## src/rtl/nrz_deser_pkg.sv

```systemverilog
// Shared types and helpers for the NRZ frame deserializer.
// State encoding, parity modes and the expected-parity calculation.
package nrz_deser_pkg;

    typedef enum logic [1:0] {
        ST_IDLE,
        ST_DATA,
        ST_PARITY,
        ST_STOP
    } state_t;

    localparam int PAR_NONE = 0;
    localparam int PAR_EVEN = 1;
    localparam int PAR_ODD  = 2;

    // Parity bit the sender must transmit, given the XOR of the data bits.
    function automatic logic expParity(input logic dataXor, input int mode);
        return (mode == PAR_ODD) ? ~dataXor : dataXor;
    endfunction

endpackage

```

## src/rtl/nrz_word_holding_reg.sv

```systemverilog
// One-deep valid/ready holding register for received words.
// A word arriving while the register is full and not being drained is dropped and flagged.
module nrz_word_holding_reg #(
    parameter int WIDTH = 8
) (
    input  logic             clk,
    input  logic             rst,
    input  logic             i_load,
    input  logic [WIDTH-1:0] i_data,
    input  logic             i_ready,
    output logic [WIDTH-1:0] o_data,
    output logic             o_valid,
    output logic             o_overrun
);

    logic [WIDTH-1:0] r_data;
    logic             r_valid;
    logic             r_overrun;

    // A load wins over a same-cycle accept so valid stays high with the new word.
    always_ff @(posedge clk or posedge rst) begin
        if (rst) begin
            r_data    <= '0;
            r_valid   <= 1'b0;
            r_overrun <= 1'b0;
        end else begin
            r_overrun <= 1'b0;
            if (i_load && (!r_valid || i_ready)) begin
                r_data  <= i_data;
                r_valid <= 1'b1;
            end else begin
                if (i_load) begin
                    r_overrun <= 1'b1;
                end
                if (r_valid && i_ready) begin
                    r_valid <= 1'b0;
                end
            end
        end
    end

    assign o_data    = r_data;
    assign o_valid   = r_valid;
    assign o_overrun = r_overrun;

endmodule

```

## src/rtl/nrz_frame_deserializer.sv

```systemverilog
// Assembles start/data/parity/stop frames from the biphase decoder's bit strobes.
// Frame errors are reported as registered single-cycle pulses.
module nrz_frame_deserializer
    import nrz_deser_pkg::*;
#(
    parameter int DATA_BITS   = 8,
    parameter int PARITY      = 0,
    parameter int BIT_TIMEOUT = 2400
) (
    input  logic                 clk,
    input  logic                 rst,
    input  logic                 bit_valid,
    input  logic                 bit_in,
    input  logic                 upstream_error,
    output logic [DATA_BITS-1:0] word_out,
    output logic                 word_valid,
    input  logic                 word_ready,
    output logic                 stop_error,
    output logic                 parity_error,
    output logic                 abort,
    output logic                 overrun
);

    localparam int CW = $clog2(DATA_BITS + 1);
    localparam int TW = $clog2(BIT_TIMEOUT + 1);
    localparam logic [CW-1:0] LAST_BIT    = CW'(DATA_BITS - 1);
    localparam logic [TW-1:0] TIMEOUT_MAX = TW'(BIT_TIMEOUT);
    localparam logic [TW-1:0] LAST_TICK   = TW'(BIT_TIMEOUT - 1);

    state_t               r_state;
    logic [CW-1:0]        r_bitCnt;
    logic [TW-1:0]        r_timeout;
    logic [DATA_BITS-1:0] r_shift;
    logic                 r_parAcc;
    logic                 r_parFail;
    logic                 r_stopErr;
    logic                 r_parErr;
    logic                 r_abort;

    logic w_bit;
    logic w_timeoutHit;
    logic w_abort;
    logic w_load;

    // upstream_error outranks a coincident bit strobe, which is then discarded.
    assign w_bit        = bit_valid && !upstream_error;
    assign w_timeoutHit = (r_state != ST_IDLE) && !bit_valid && (r_timeout == LAST_TICK);
    assign w_abort      = (r_state != ST_IDLE) && (upstream_error || w_timeoutHit);
    assign w_load       = (r_state == ST_STOP) && w_bit && bit_in && !r_parFail;

    always_ff @(posedge clk or posedge rst) begin
        if (rst) begin
            r_state   <= ST_IDLE;
            r_bitCnt  <= '0;
            r_timeout <= '0;
            r_shift   <= '0;
            r_parAcc  <= 1'b0;
            r_parFail <= 1'b0;
            r_stopErr <= 1'b0;
            r_parErr  <= 1'b0;
            r_abort   <= 1'b0;
        end else begin
            r_stopErr <= 1'b0;
            r_parErr  <= 1'b0;
            r_abort   <= 1'b0;

            if (r_state == ST_IDLE || bit_valid) begin
                r_timeout <= '0;
            end else if (r_timeout != TIMEOUT_MAX) begin
                r_timeout <= r_timeout + TW'(1);
            end

            if (w_abort) begin
                r_abort   <= 1'b1;
                r_state   <= ST_IDLE;
                r_timeout <= '0;
            end else if (w_bit) begin
                case (r_state)
                    ST_IDLE: begin
                        if (!bit_in) begin
                            r_state   <= ST_DATA;
                            r_bitCnt  <= '0;
                            r_parAcc  <= 1'b0;
                            r_parFail <= 1'b0;
                        end
                    end
                    ST_DATA: begin
                        for (int i = 0; i < DATA_BITS; i++) begin
                            if (r_bitCnt == CW'(i)) begin
                                r_shift[i] <= bit_in;
                            end
                        end
                        r_parAcc <= r_parAcc ^ bit_in;
                        r_bitCnt <= r_bitCnt + CW'(1);
                        if (r_bitCnt == LAST_BIT) begin
                            r_state <= (PARITY != PAR_NONE) ? ST_PARITY : ST_STOP;
                        end
                    end
                    ST_PARITY: begin
                        if (bit_in != expParity(r_parAcc, PARITY)) begin
                            r_parErr  <= 1'b1;
                            r_parFail <= 1'b1;
                        end
                        r_state <= ST_STOP;
                    end
                    ST_STOP: begin
                        // A low stop bit is only an error; it never starts a new frame.
                        if (!bit_in) begin
                            r_stopErr <= 1'b1;
                        end
                        r_state <= ST_IDLE;
                    end
                    default: r_state <= ST_IDLE;
                endcase
            end
        end
    end

    nrz_word_holding_reg #(
        .WIDTH(DATA_BITS)
    ) u_hold (
        .clk       (clk),
        .rst       (rst),
        .i_load    (w_load),
        .i_data    (r_shift),
        .i_ready   (word_ready),
        .o_data    (word_out),
        .o_valid   (word_valid),
        .o_overrun (overrun)
    );

    assign stop_error   = r_stopErr;
    assign parity_error = r_parErr;
    assign abort        = r_abort;

endmodule

```

## config.mk

```make
export PLATFORM = sky130hd
export DESIGN_NAME = nrz_frame_deserializer
export DESIGN_NICKNAME = d
export VERILOG_FILES = /design/src/rtl/nrz_deser_pkg.sv /design/src/rtl/nrz_word_holding_reg.sv /design/src/rtl/nrz_frame_deserializer.sv
export SDC_FILE = /design/constraint.sdc
export NUM_CORES = 1
export LEC_CHECK = 0
export CAP_MARGIN = 20
export CORE_MARGIN = 2
export CORE_UTILIZATION = 55
export CTS_CLUSTER_SIZE = 25
export DETAILED_ROUTE_END_ITERATION = 10
export GPL_TIMING_DRIVEN = 0
export PLACE_DENSITY = 0.85
export SYNTH_ARGS = -nofsm -noshare
export SYNTH_HDL_FRONTEND = slang
export SYNTH_SLANG_ARGS = --single-unit
```

## constraint.sdc

```tcl
create_clock -name clk -period 1.9 [get_ports clk]
set_input_delay 0.38 -clock clk [delete_from_list [all_inputs] [get_ports clk]]
set_output_delay 0.38 -clock clk [all_outputs]
set_load 0.03 [all_outputs]
```

* Yosys cells after proc, flatten, opt, wreduce, memory -nomap -nowiden
Cells that the tools add are included.
Storage, ports and cells: output and inout bits 13, register bits after elaboration 41, logic and storage cells 102, input port bits 6
Cells by class: bitwise operators 2, reductions and logical operators 35, add/sub/neg operators 2, eq/ne operators 17, muxes and demuxes 27
Operators with widths (count):
- $mux 12 | 3
- $reduce_and 4->1 | 9
- $eq 4x3->1 const B | 4
- $mux 1 | 15
- $add 12x1->12 const B | 1
- $eq 12x12->1 const B | 1
- $ne 12x12->1 const B | 1
- $reduce_bool 2->1 | 5
- $logic_and 1x1->1 | 9
- $eq 4x2->1 const B | 2
- $mux 2 | 4
- $pmux 2 s4 | 1
- $pmux 4 s2 | 1
- $ne 3x3->1 const B | 2
- $reduce_and 5->1 | 1
- $add 4x1->4 const B | 1
- $eq 2x2->1 const B | 2
- $eq 4x1->1 const B | 1
- $logic_not 1->1 | 4
- $logic_not 4->1 | 1
- $mux 4 | 1
- $ne 2x2->1 const B | 2
- $pmux 1 s2 | 2
- $logic_or 1x1->1 | 3
- 7 further kinds | 7

* Depth between registers and ports, before layout
Gate-level depths: netlist of run 1.
depth after elaboration 7, gate-level depth with buffers 6, mapped depth without buffers 6

* Cells and area by module
Synthesis of run 1 repeated with hierarchy kept, for this count alone.
Second synthesis, totals: cells, all modules 191, area, all modules 2124.5 sq um
By module, submodules not included:
- nrz_frame_deserializer | cells an instance 167, instances 1, area each 1714.1 sq um, seq. area each 775.7 sq um
- nrz_word_holding_reg | cells an instance 24, instances 1, area each 410.4 sq um, seq. area each 250.2 sq um

* Worst setup path after synthesis of run 1
No wires, ideal clock.
path type register -> register, from register r_timeout[0], to register r_timeout[1], slack 0.241 ns, clock period less this slack 1.659 ns, library setup time 0.072 ns, cell stages (with the launch flop) 7, path buffers 1, data required time 1.828 ns, arrival 1.587 ns, cell sequence dfrtp_1 -> ha_1 -> and4_4 -> nor4b_4 -> or4_4 -> buf_6 -> nor2_1
Between the ends: word-level cells in the longest chain between the ends 5, elaborated cells between the ends (all ways) 10, those cells by class 1 x add/sub; 2 x eq/ne; 3 x mux; 4 x reduce/logical
Ends and longest elaborated chain:
- start, declared | line nrz_frame_deserializer.sv:32 | logic [TW-1:0] r_timeout;
- start signal, assigned | line nrz_frame_deserializer.sv:70 | r_timeout <= r_timeout + TW'(1);
- parallel branches: the longest is 5 deep, another holds $add 12x1->12
Parallel ways; which one is timed is not known. The select of a mux whose other input is x is not followed. A chain may end at the register's enable or synchronous reset.

* Final worst setup path of run 1
from input bit_valid, to register u_hold.r_data[6], in the netlist u_hold.o_data[6]
Between the ends: word-level cells in the longest chain between the ends 5
Ends and longest elaborated chain:
- start, declared | line nrz_frame_deserializer.sv:12 | input logic bit_valid,
- $logic_and 1x1->1 | line nrz_frame_deserializer.sv:46 | assign w_bit = bit_valid && !upstream_error;
- $logic_and 1x1->1 (3 in series) | line nrz_frame_deserializer.sv:49 | assign w_load = (r_state == ST_STOP) && w_bit && bit_in && !r_parFail;
- $logic_and 1x1->1 | line nrz_word_holding_reg.sv:28 | if (i_load && (!r_valid || i_ready)) begin
- end signal, assigned | line nrz_word_holding_reg.sv:29 | r_data <= i_data;
- end, declared | line nrz_word_holding_reg.sv:16 | logic [WIDTH-1:0] r_data;
No other way between the ends.

==> run summary, run 1 <==
The flow ran to the end, and the final reports show no timing, DRC or antenna violations. The via count is roughly 1400. The final critical path takes up 95.3% of the cycle. Data arrives at the worst endpoint at 1.99 ns. The share of synthesized area occupied by flip-flops and latches is about half. The remaining antenna violation count is 0. From left edge to right edge, the die measures roughly 65 um.

By instance count, the leading cell after synthesis is dfrtp_1. The upper clock frequency limit came out at 0.552 GHz. The biggest cell delay along the critical path is 0.50 ns. The global placement routability congestion came out at 0.829.

The initial standard-cell utilization of the core is between 50 and 60%. The die outline height is 65.4 um. The HPWL reported at the end of detailed placement came out at about 2700 um. Setup violations remaining at the end of the flow were counted as 0. The cell area power density is ~1000 mW/mm2. The overall die area is ~0.0043 mm2. The met2 track demand over resource is 31.8%.

The total of fill cells in the finished design is 280. The worst hold slack came out at roughly 0.5 ns. The critical path start-end classification is input port to flip-flop.

Of all flip-flops after synthesis, the portion carrying an async set or reset was 100%. The number of flops mapped to enable cells by yosys is 0. The total count of max-transition violations in the final report is 0.

In the final routed layout, each cell accounts on average for 14.0 um. Of all nets on the critical path, the largest fanout is 8. The maximum resistive drop on vdd is 0.730 mV. The data required time at the worst endpoint is around 2.1 ns. dfrtp_1 takes more of the synthesized area than any other cell. The clock transition at the register clock pins on the worst setup and hold paths after CTS is 0.07 ns.

The detailed-route wire length is 3540 um. The min-delay analysis places its worst path in the category flip-flop to flip-flop. The clock tree buffer depth is 2.

The setup TNS came out at 0 ns. The pin count of the biggest net entering global routing came out at between 40 and 50. The floorplan step defined a core boundary enclosing 0.00363 mm2. Yosys attributes the largest share of cell area to dfrtp_1, mux2_2, ha_1, xor2_1, nand2_1. The number of buffers inserted by hold repair at cts came out at 0. The number of synthesized register bits came out at 41. The source-to-sink clock delay at the later pin of the worst-skew pair is 0.29 ns. The initial DRC count is 78. The leakage power total is 1.09 nW. The number of maximum-capacitance constraint violations is 0.

The commonest cells after synthesis are dfrtp_1, mux2_2, nand2_1, nor2_1, inv_1. The number of nets at the end of the flow came out at 221. The total congestion overflow after global routing came out at 0.

The worst setup path is captured at a flip-flop. The number of warnings printed during yosys synthesis came out at 0. The count of buffers from port buffering is 18. The synthesized instance count came out at 179. The maximum level of the CTS H-tree came out at 2. The cell area that synthesis handed to floorplanning was ~0.0021 mm2. The repair_antennas step left the layout with diodes totalling 0. The detailed-router iteration count before antenna repair is 4. The time the worst path needs with I/O delays and setup came out at 1.81 ns. The sum of buffers and inverters on the critical path came out at 2.

The number of global-route vias before repair came to 1376. The growth of design area from synthesis to finish is 17.9%. The initial antenna violation count came out at 0.

Summed over its instances, the top area cell type makes up around half of the synthesized netlist area. In the synthesized netlist the dominant register cell turns out to be dfrtp_1. The final hold violation count came out at 0. Broken down by cell family, the worst path's largest delay share belongs to buffers and inverters.

During I/O placement, the number of pins put on the boundary was 19. For met1 alone, demand over resource in global routing was 24.3%. TritonCTS built the clock tree. In this run the most used layer during global routing was met2. The floorplan has 22 rows. The total CTS buffers is 5. The library cell contributing the largest single delay on the critical path is clkdlybuf4s50_1. Traced cell by cell, the critical path runs through clkdlybuf4s50_1, nor2b_2, nand4b_1, nor2b_1, clkbuf_4, mux2_2. The final total power is ~2.5 mW.

STA classifies the critical path startpoint as an input port. The root buffer cell chosen for the clock tree is clkbuf_8. The transition time at the pin with the least slew margin is 0.807 ns. The per-instance average area after synthesis is 11.6 um2. The wire length of the first global-routing pass came out at between 6000 and 7000 um. The met3 global-route usage came out at 3.77%. For the final database, setup skew stands at approximately 0.006 ns.

The all-layer global routing usage is 19.4%. The worst pin sits at a relative slew slack of 46.1%. When the netlist entered floorplanning its net count stood at 196. After detailed routing, the number of remaining DRC violations is 0. For this run, the share of the core covered by cells in the final layout is 67.2%.

The post-route netlist has 18.5% of its cells at a drive strength greater than 1. Using the TritonRoute via totals, the vias-per-cell ratio works out to roughly 5.5. The number of unique standard cell types used by synthesis is 41. The number of clock sinks came out at 41.
[worst paths after layout]
| check | from | to | slack (ns) | cells past startpoint |
|---|---|---|---|---|
| worst min-delay path | r_shift[0] | r_shift[0] | 0.51 | 1 |
| worst max register to register | r_timeout[0] | r_timeout[0] | 0.11 | 6 |
| worst min register to register | r_shift[0] | r_shift[0] | 0.51 | 1 |
| min in group asynchronous | rst | r_timeout[6] | 0.57 | 2 |
| max in group asynchronous | rst | r_timeout[2] | 0.82 | 2 |
| worst max-delay path | bit_valid | u_hold.o_data[6] | 0.09 | 6 |
[cells in the final DEF, fill, tap and decap left out, drive strengths merged, types with 2 or more instances in the layout]
cell,count
a21oi,3
a22o,3
a32o,2
and3,5
and4,2
buf,3
clkbuf,9
clkdlybuf4s50,18
dfrtp,41
ha,11
inv,12
mux2,16
mux2i,3
nand2,16
nand2b,2
nand3,8
nand4,3
nand4bb,2
nor2,14
nor2b,2
nor4b,2
o211ai,2
o21ai,2
o22ai,2
xor2,10
[layout make-up]
type	count	area (um2)	area share [%]
inverters	12	45.0	1.84
well taps	48	60.1	2.46
repair buffers	18	180	7.38
clock inverters	1	30.0	1.23
plain buffers	5	37.5	1.54
clock buffers	7	86.3	3.53
flip-flops and latches	41	1030	42.0
multi-input cells	121	977	40.0
[where the power goes]
part | switching [mW] | total, mW | internal, mW | leakage (nW)
clock | 0.277 | 0.705 | 0.428 | 0.0585
sequential | 0.124 | 1.13 | 1.01 | 0.560
combinational | 0.357 | 0.645 | 0.288 | 0.475
[cells by family (layout without fill, tap and decap cells)]
family	Yosys count	count (layout)	share of synthesized area (%)
AO/OA/AOI/OAI	15	15	5.13
XOR/XNOR	11	11	4.65
adder cells (fa/ha/maj)	11	11	6.64
buffers and inverters	17	43	3.86
flip-flops	41	41	49.5
multiplexers	19	19	10.1
AND/OR/NAND/NOR	65	65	20.0
[per-layer routing]
metal  vias to the layer above  wire length (um)
met5                         -                 0
met4                         0                87
met3                        11               136
met2                        29              1680
met1                       669              1640
li1                        672                 -
[through the flow]
step / setup slack (ns) / instance area (um2) / cells
after global placement: -0.245 / 2310 / 245
after floorplan: 0.241 / 2070 / 179
final: 0.0898 / 2440 / 253
after CTS: 0.00158 / 2430 / 253
after detailed placement: -0.300 / 2310 / 245
after global routing: -0.00409 / 2440 / 253
[registers in the layout, summed over array words and instances (netlist names)]
| register | count |
|---|---|
| r_timeout | 12 |
| r_shift | 8 |
| u_hold.o_data | 8 |
| r_bitCnt | 4 |
| r_state | 2 |
| abort | 1 |
| parity_error | 1 |
| r_parAcc | 1 |
| r_parFail | 1 |
| stop_error | 1 |
| u_hold.o_overrun | 1 |
| u_hold.o_valid | 1 |
[repair_timing]
action                                  4_1_cts  5_1_grt
setup buffers                                 0        0
gates resized for setup                       0        3
endpoints found under the setup margin        0       12
(Power assumes the default switching activity.)
==> run 2: changes to the inputs <==
- MAX_ROUTING_LAYER: unset -> met4
==> run 2 against run 1 <==
Against the previous run: global-route usage rose by 0.65 points; clock-buffer cell count did not move; via count fell by 0.14%; worst setup slack improved by 0.0032 ns; critical path type unchanged; critical endpoint unchanged.
==> run summary, run 2 (synthesis gave the netlist of run 1 again) <==
The initial antenna violation count was 0. In the routed layout, each cell is associated on average with a via count of 5.45. The flip-flop count of the largest register after layout came out at 12. The die outline height came out at 65.4 um. The number of global-route vias before repair came out at 1372. For the worst flop-to-flop path, the logic depth is 6. For this design the static power due to leakage is 1.09 nW. The global placement routability congestion came out at 0.842. The initial standard-cell utilization of the core came out at 57.0%. The number of maximum-capacitance constraint violations came out at 0. The area growth from synthesis to layout is 17.9%. The fraction of the cycle the final worst path needs came out at 95.1%.

The setup TNS came out at 0 ns. The largest register by flop count is r_timeout. The total congestion overflow after global routing came out at 0. The least setup slack across all paths after layout is 0.0930 ns. For this run, the number of standard cells in the final layout without fillers is 253.

The min-delay analysis places its worst path in the category flip-flop to flip-flop. The endpoint identified for the worst register-to-register timing path is r_timeout[0]. The CTS tree is done.

The critical path capture point type is a flip-flop. The number of setup buffers added after CTS came out at 0. The worst path in the final design needs a cycle of 1.81 ns, including I/O delays and setup. The total count of max-transition violations in the final report is 0. The routed wire length per instance is 14.0 um. The all-layer global routing usage is roughly a fifth. The source of the worst register-to-register timing path is r_timeout[0]. The upper clock frequency limit is 0.553 GHz. The transition time at the pin with the least slew margin came out at between 0.8 and 0.9 ns. The detailed-router iteration count before antenna repair came out at 4. Gates resized during post-CTS repair numbered 0. The overall die area came out at 0.00427 mm2. The pre-CTS setup slack is -0.300 ns. After legalization and detailed placement, the total HPWL measured 2710 um. The maximum resistive drop on vdd came out at 0.730 mV. Setup violations remaining at the end of the flow were counted as 0.

Leaving out fill and tap cells, the most frequent cells in the layout are dfrtp_1, clkdlybuf4s50_1, nand2_1, mux2_2, nor2_1. The data arrival time of the critical path came out at 1.99 ns. Setup slack on the worst reg-to-reg path comes out at 0.11 ns. The number of nets at the end of the flow came out at ~220.

The worst slew slack as a fraction of its limit is 46.2%. The worst hold slack is 0.507 ns. Cells with a size suffix above 1 make up between 10% and 20% of the layout.

The first global-routing pass estimated 6200 um of wire. The worst setup path is launched from an input port. The number of clock sinks came out at between 40 and 50. The count of buffers from port buffering is 18. The critical path is of the input port to flip-flop type. The remaining design rule violation count is 0.

The library cell used most frequently in the layout, excluding fill and tap cells, is dfrtp_1. The source-to-sink clock delay at the later pin of the worst-skew pair came out at 0.29 ns. The clock tree buffer depth is 2. 0 antenna diodes ended up in the layout. The pin count of the biggest net entering global routing came out at 42. The cell area power density came out at 1020 mW/mm2.

The via count came out at 1379. In this run, the number of DRC markers left after iteration 0 of detailed routing was 81. Summed over all layers, the routed wires come to roughly 3500 um. The H-tree was split into 2 levels.

The total CTS buffers is 5. The launching element of the worst setup path is bit_valid. In this run the core area contains 22 standard-cell rows.

The final setup skew came out at 0.00578 ns. The detail route stage leaves a number of antenna-violating nets equal to 0. The placeable core region came out at approximately 0.0036 mm2.

The data required time at the worst endpoint is ~2.1 ns. The horizontal die dimension is 65.4 um. The capture point of the critical path is u_hold.o_data[6]. Once placement completed, the tool counted placed cells totaling 245. In this run, post-CTS hold repair placed 0 buffers.

The final hold violation count is 0. The largest driver fanout on the critical path came out at 8. The total I/O pin count is 19.

The run finished with clean final reports. The buffer type at the clock tree root is clkbuf_8. The clock transition at the register clock pins on the worst setup and hold paths after CTS came out at 0.07 ns.
run 2: how the worst min path moves through the flow:
stage,startpoint,end,slack (ns),cells after the start
floorplan,r_shift[3],r_shift[3],0.47,1
global placement,r_shift[6],u_hold.o_data[6],0.48,1
detailed placement,r_shift[0],r_shift[0],0.49,1
CTS,r_shift[0],r_shift[0],0.51,1
global route,u_hold.o_data[2],u_hold.o_data[2],0.53,1
finish,r_shift[0],r_shift[0],0.51,1
run 2: metal layers:
| metal | global-route usage [%] | wire, um |
|---|---|---|
| met1 | 24.3 | 1630 |
| met4 | 10.7 | 89 |
| met5 | - | 0 |
| met2 | 31.8 | 1690 |
| met3 | 4.28 | 131 |
run 2: per-stage QoR:
step           power (mW)  area, um2  util [%]
2_1_floorplan        1.59       2070         -
3_3_place_gp         1.74       2310      63.6
3_5_place_dp         1.78       2310      63.6
4_1_cts              2.49       2430      66.8
5_1_grt              2.64       2440      67.2
6_report             2.48       2440      67.2
run 2: area by class of cell:
| type | count | area, um2 |
|---|---|---|
| buffer | 5 | 37.5 |
| clock buffer | 7 | 86.3 |
| clock inverter | 1 | 30.0 |
| fill | 280 | 1190 |
| inverter | 12 | 45.0 |
| multi-input combinational | 121 | 977 |
| sequential | 41 | 1030 |
| tap | 48 | 60.1 |
| timing repair buffer | 18 | 180 |
run 2: where the power goes:
part | leakage (nW) | internal, mW | switching (mW)
logic | 0.475 | 0.288 | 0.357
clock network | 0.0585 | 0.428 | 0.280
registers | 0.560 | 1.01 | 0.124
total | 1.09 | 1.72 | 0.761
run 2: critical path: stages:
cell and delay (ns):
clkdlybuf4s50_1 0.50, nor2b_2 0.21, nand4b_1 0.18, nor2b_1 0.15, clkbuf_4 0.21, mux2_2 0.35
==> run 3: changes to the inputs <==
- CTS_BUF_LIST: unset -> sky130_fd_sc_hd__clkbuf_16
- GPL_TIMING_DRIVEN: 0 -> unset
==> run 3 against run 2 <==
Against the previous run: via count rose by 6.2%; flip-flop and latch count unchanged; sequential power barely moved; worst setup slack got worse by 0.056 ns; cell count is 2.8% higher; global-route usage is 1.5 points higher; sequential share of layout area down 1.1 points; combinational power up 4.0%; total power up 4.9%; largest power group unchanged.
==> run summary, run 3 (synthesis gave the netlist of run 1 again) <==
STA classifies the critical path endpoint as a flip-flop. Clock tree synthesis selected as its root buffer the cell clkbuf_16. The clock reaches the later pin of the worst-skew pair after 0.28 ns. After detailed routing, the total wire length is 3930 um. The cell count of the worst reg-to-reg path is 5. The worst pin sits at a relative slew slack of 66.9%. Leaving out fill and tap cells, the most frequent cell in the layout is dfrtp_1. For the worst setup path, the data required time is 2.06 ns. Of all nets on the critical path, the largest fanout is 8. The first detailed-routing pass took 4 iterations.

The initialized floorplan defines 22 standard-cell rows. The antenna diode count is 0. The sort of element at the start of the critical path is an input port. The source of the worst register-to-register timing path is r_timeout[0]. The via count is 1465. The tightest hold path in the finished design has a slack of around 0.5 ns. The global placement routability congestion is 0.874. The wire length of the first global-routing pass came out at 6800 um.

Once detail routing completed, the nets flagged for antenna violations numbered 0. The number of buffers inserted by hold repair at cts is 0. Before CTS, the worst setup slack after placement is -0.210 ns. The total congestion overflow after global routing came out at 0. The setup TNS came out at 0 ns. The final layout contains 228 nets. The final count of negative-setup-slack endpoints came out at 0. The endpoint identified for the worst register-to-register timing path is r_timeout[2]. The placeable core region came out at 0.00363 mm2. The maximum resistive drop on vdd came out at about 0.6 mV. The clock tree buffer depth came out at 2. The H-tree was split into 2 levels. After clock tree synthesis, the clock-pin slew on the worst setup and hold paths is 0.06 ns. The number of global-route vias before repair came out at approximately 1500.

The largest register by flop count is r_timeout. Setup repair after global routing left no endpoint under its margin. The sum of buffers and inverters on the critical path is 3. The run finished with clean final reports. The slowest stage of the critical path belongs to the cell clkdlybuf4s50_1. Summing all placed instances gives a cell area of 0.00236 mm2. In the layout the commonest cells are dfrtp_1, clkdlybuf4s50_1, nand2_1, mux2_2, nor2_1. The overall die area came out at about 0.0043 mm2.

The final hold violation count is 0. The filler-free cell count of the finished design came out at 260. The biggest cell delay along the critical path is 0.47 ns. The fraction of the cycle the final worst path needs is 98.0%. The routed wire length per instance is between 15 and 20 um. The number of clock sinks is 41. Cells fill 69.0% of the core in the end. The count of buffers from port buffering is 18. The count of cell instances traversed by the critical path is 7. The total CTS buffers is 5. The count of instances resized after the clock tree is built came out at 0. The flip-flop count of the largest register after layout came out at 12. The time the worst path needs with I/O delays and setup came out at 1.86 ns.

Following the worst setup path forward leads to its endpoint at u_hold.o_data[1]. The transition time at the pin with the least slew margin is roughly 0.50 ns. In this run the worst setup path begins at bit_valid. The HPWL reported at the end of detailed placement came out at 2770 um. Once the clock tree was built, the setup fixing pass inserted 0 buffers. The min-delay analysis places its worst path in the category flip-flop to flip-flop. The total placed cells including tap cells came out at ~250. Entering global routing, the biggest net connects 42 pins.

The worst path meets setup with 0.0373 ns of slack. The initial antenna violation count was 0. Dividing total power by cell area gives a power density of 1040 mW/mm2.

The minimum setup slack among reg-to-reg paths came out at 0.10 ns. The area growth from synthesis to layout is 21.0%. After detailed routing, the number of remaining DRC violations is 0. The final total power is 2.61 mW.

The initial DRC count is 117. At the worst endpoint, the arrival time is 2.03 ns. The total I/O pin count came out at 19. The die is 65.4 um tall. TritonCTS built the clock tree. The leakage power total is 1.14 nW. The horizontal die dimension is 65.4 um. The kind of cell with the highest combined delay on the critical path is buffers and inverters. The initial standard-cell utilization of the core came out at ~57%. The all-layer global routing usage came out at 21.6%. The critical path start-end classification is input port to flip-flop.

Traced cell by cell, the critical path runs through clkdlybuf4s50_1, nor2b_1, buf_4, nand4b_1, nor2b_1, buf_4, mux2_2. The via count normalized by instance count came out at 5.63. The final setup skew is 0.00194 ns. The number of maximum-capacitance constraint violations came out at 0.

With fillers left out, the area of the finished cells amounts to 0.00251 mm2. The share of post-route cells with drive strength above 1 came out at 20.8%. The upper clock frequency limit came out at 0.537 GHz. The total count of max-transition violations in the final report was 0.
## run 3: changes by cell type in the layout (fill, tap and decap cells not counted), moves of 2 or more
cell,previous run,this run
clkbuf_16,0,5
buf_4,2,12
clkinv_2,0,2
clkbuf_1,2,0
inv_1,11,13
clkbuf_8,6,0
## run 3: layout make-up
cell class / count / area (um2)
clock inverter: 3 / 13.8
clock buffer: 5 / 125
timing repair buffer: 30 / 270
fill: 248 / 1130
sequential: 41 / 1030
inverter: 12 / 45.0
tap: 48 / 60.1
multi-input combinational: 121 / 966
## run 3: worst min path at each step
stage,start,to,slack (ns),cells after the start
after global placement,r_shift[0],u_hold.o_data[0],0.49,1
after global routing,u_hold.o_data[4],u_hold.o_data[4],0.53,1
after floorplan,r_shift[3],r_shift[3],0.47,1
final,r_shift[6],u_hold.o_data[6],0.50,1
after CTS,r_shift[6],r_shift[6],0.50,1
after detailed placement,r_shift[6],r_shift[6],0.49,1
## run 3: power breakdown
part           switching (mW)  leakage, nW  total (mW)  internal [mW]
Clock                   0.319       0.0748       0.795          0.476
Combinational           0.370        0.510       0.670          0.299
Sequential              0.130        0.560        1.14           1.01
Total                   0.819         1.14        2.61           1.79
## run 3: routing by layer
metal | up-vias | routed length [um] | share of wire [%] | GRT usage (%)
met5 | - | 0 | 0 | -
met4 | 0 | 104 | 2.6 | 10.4
met3 | 12 | 155 | 3.9 | 6.16
met2 | 40 | 1880 | 48 | 31.5
met1 | 728 | 1790 | 46 | 28.0
li1 | 685 | - | - | -
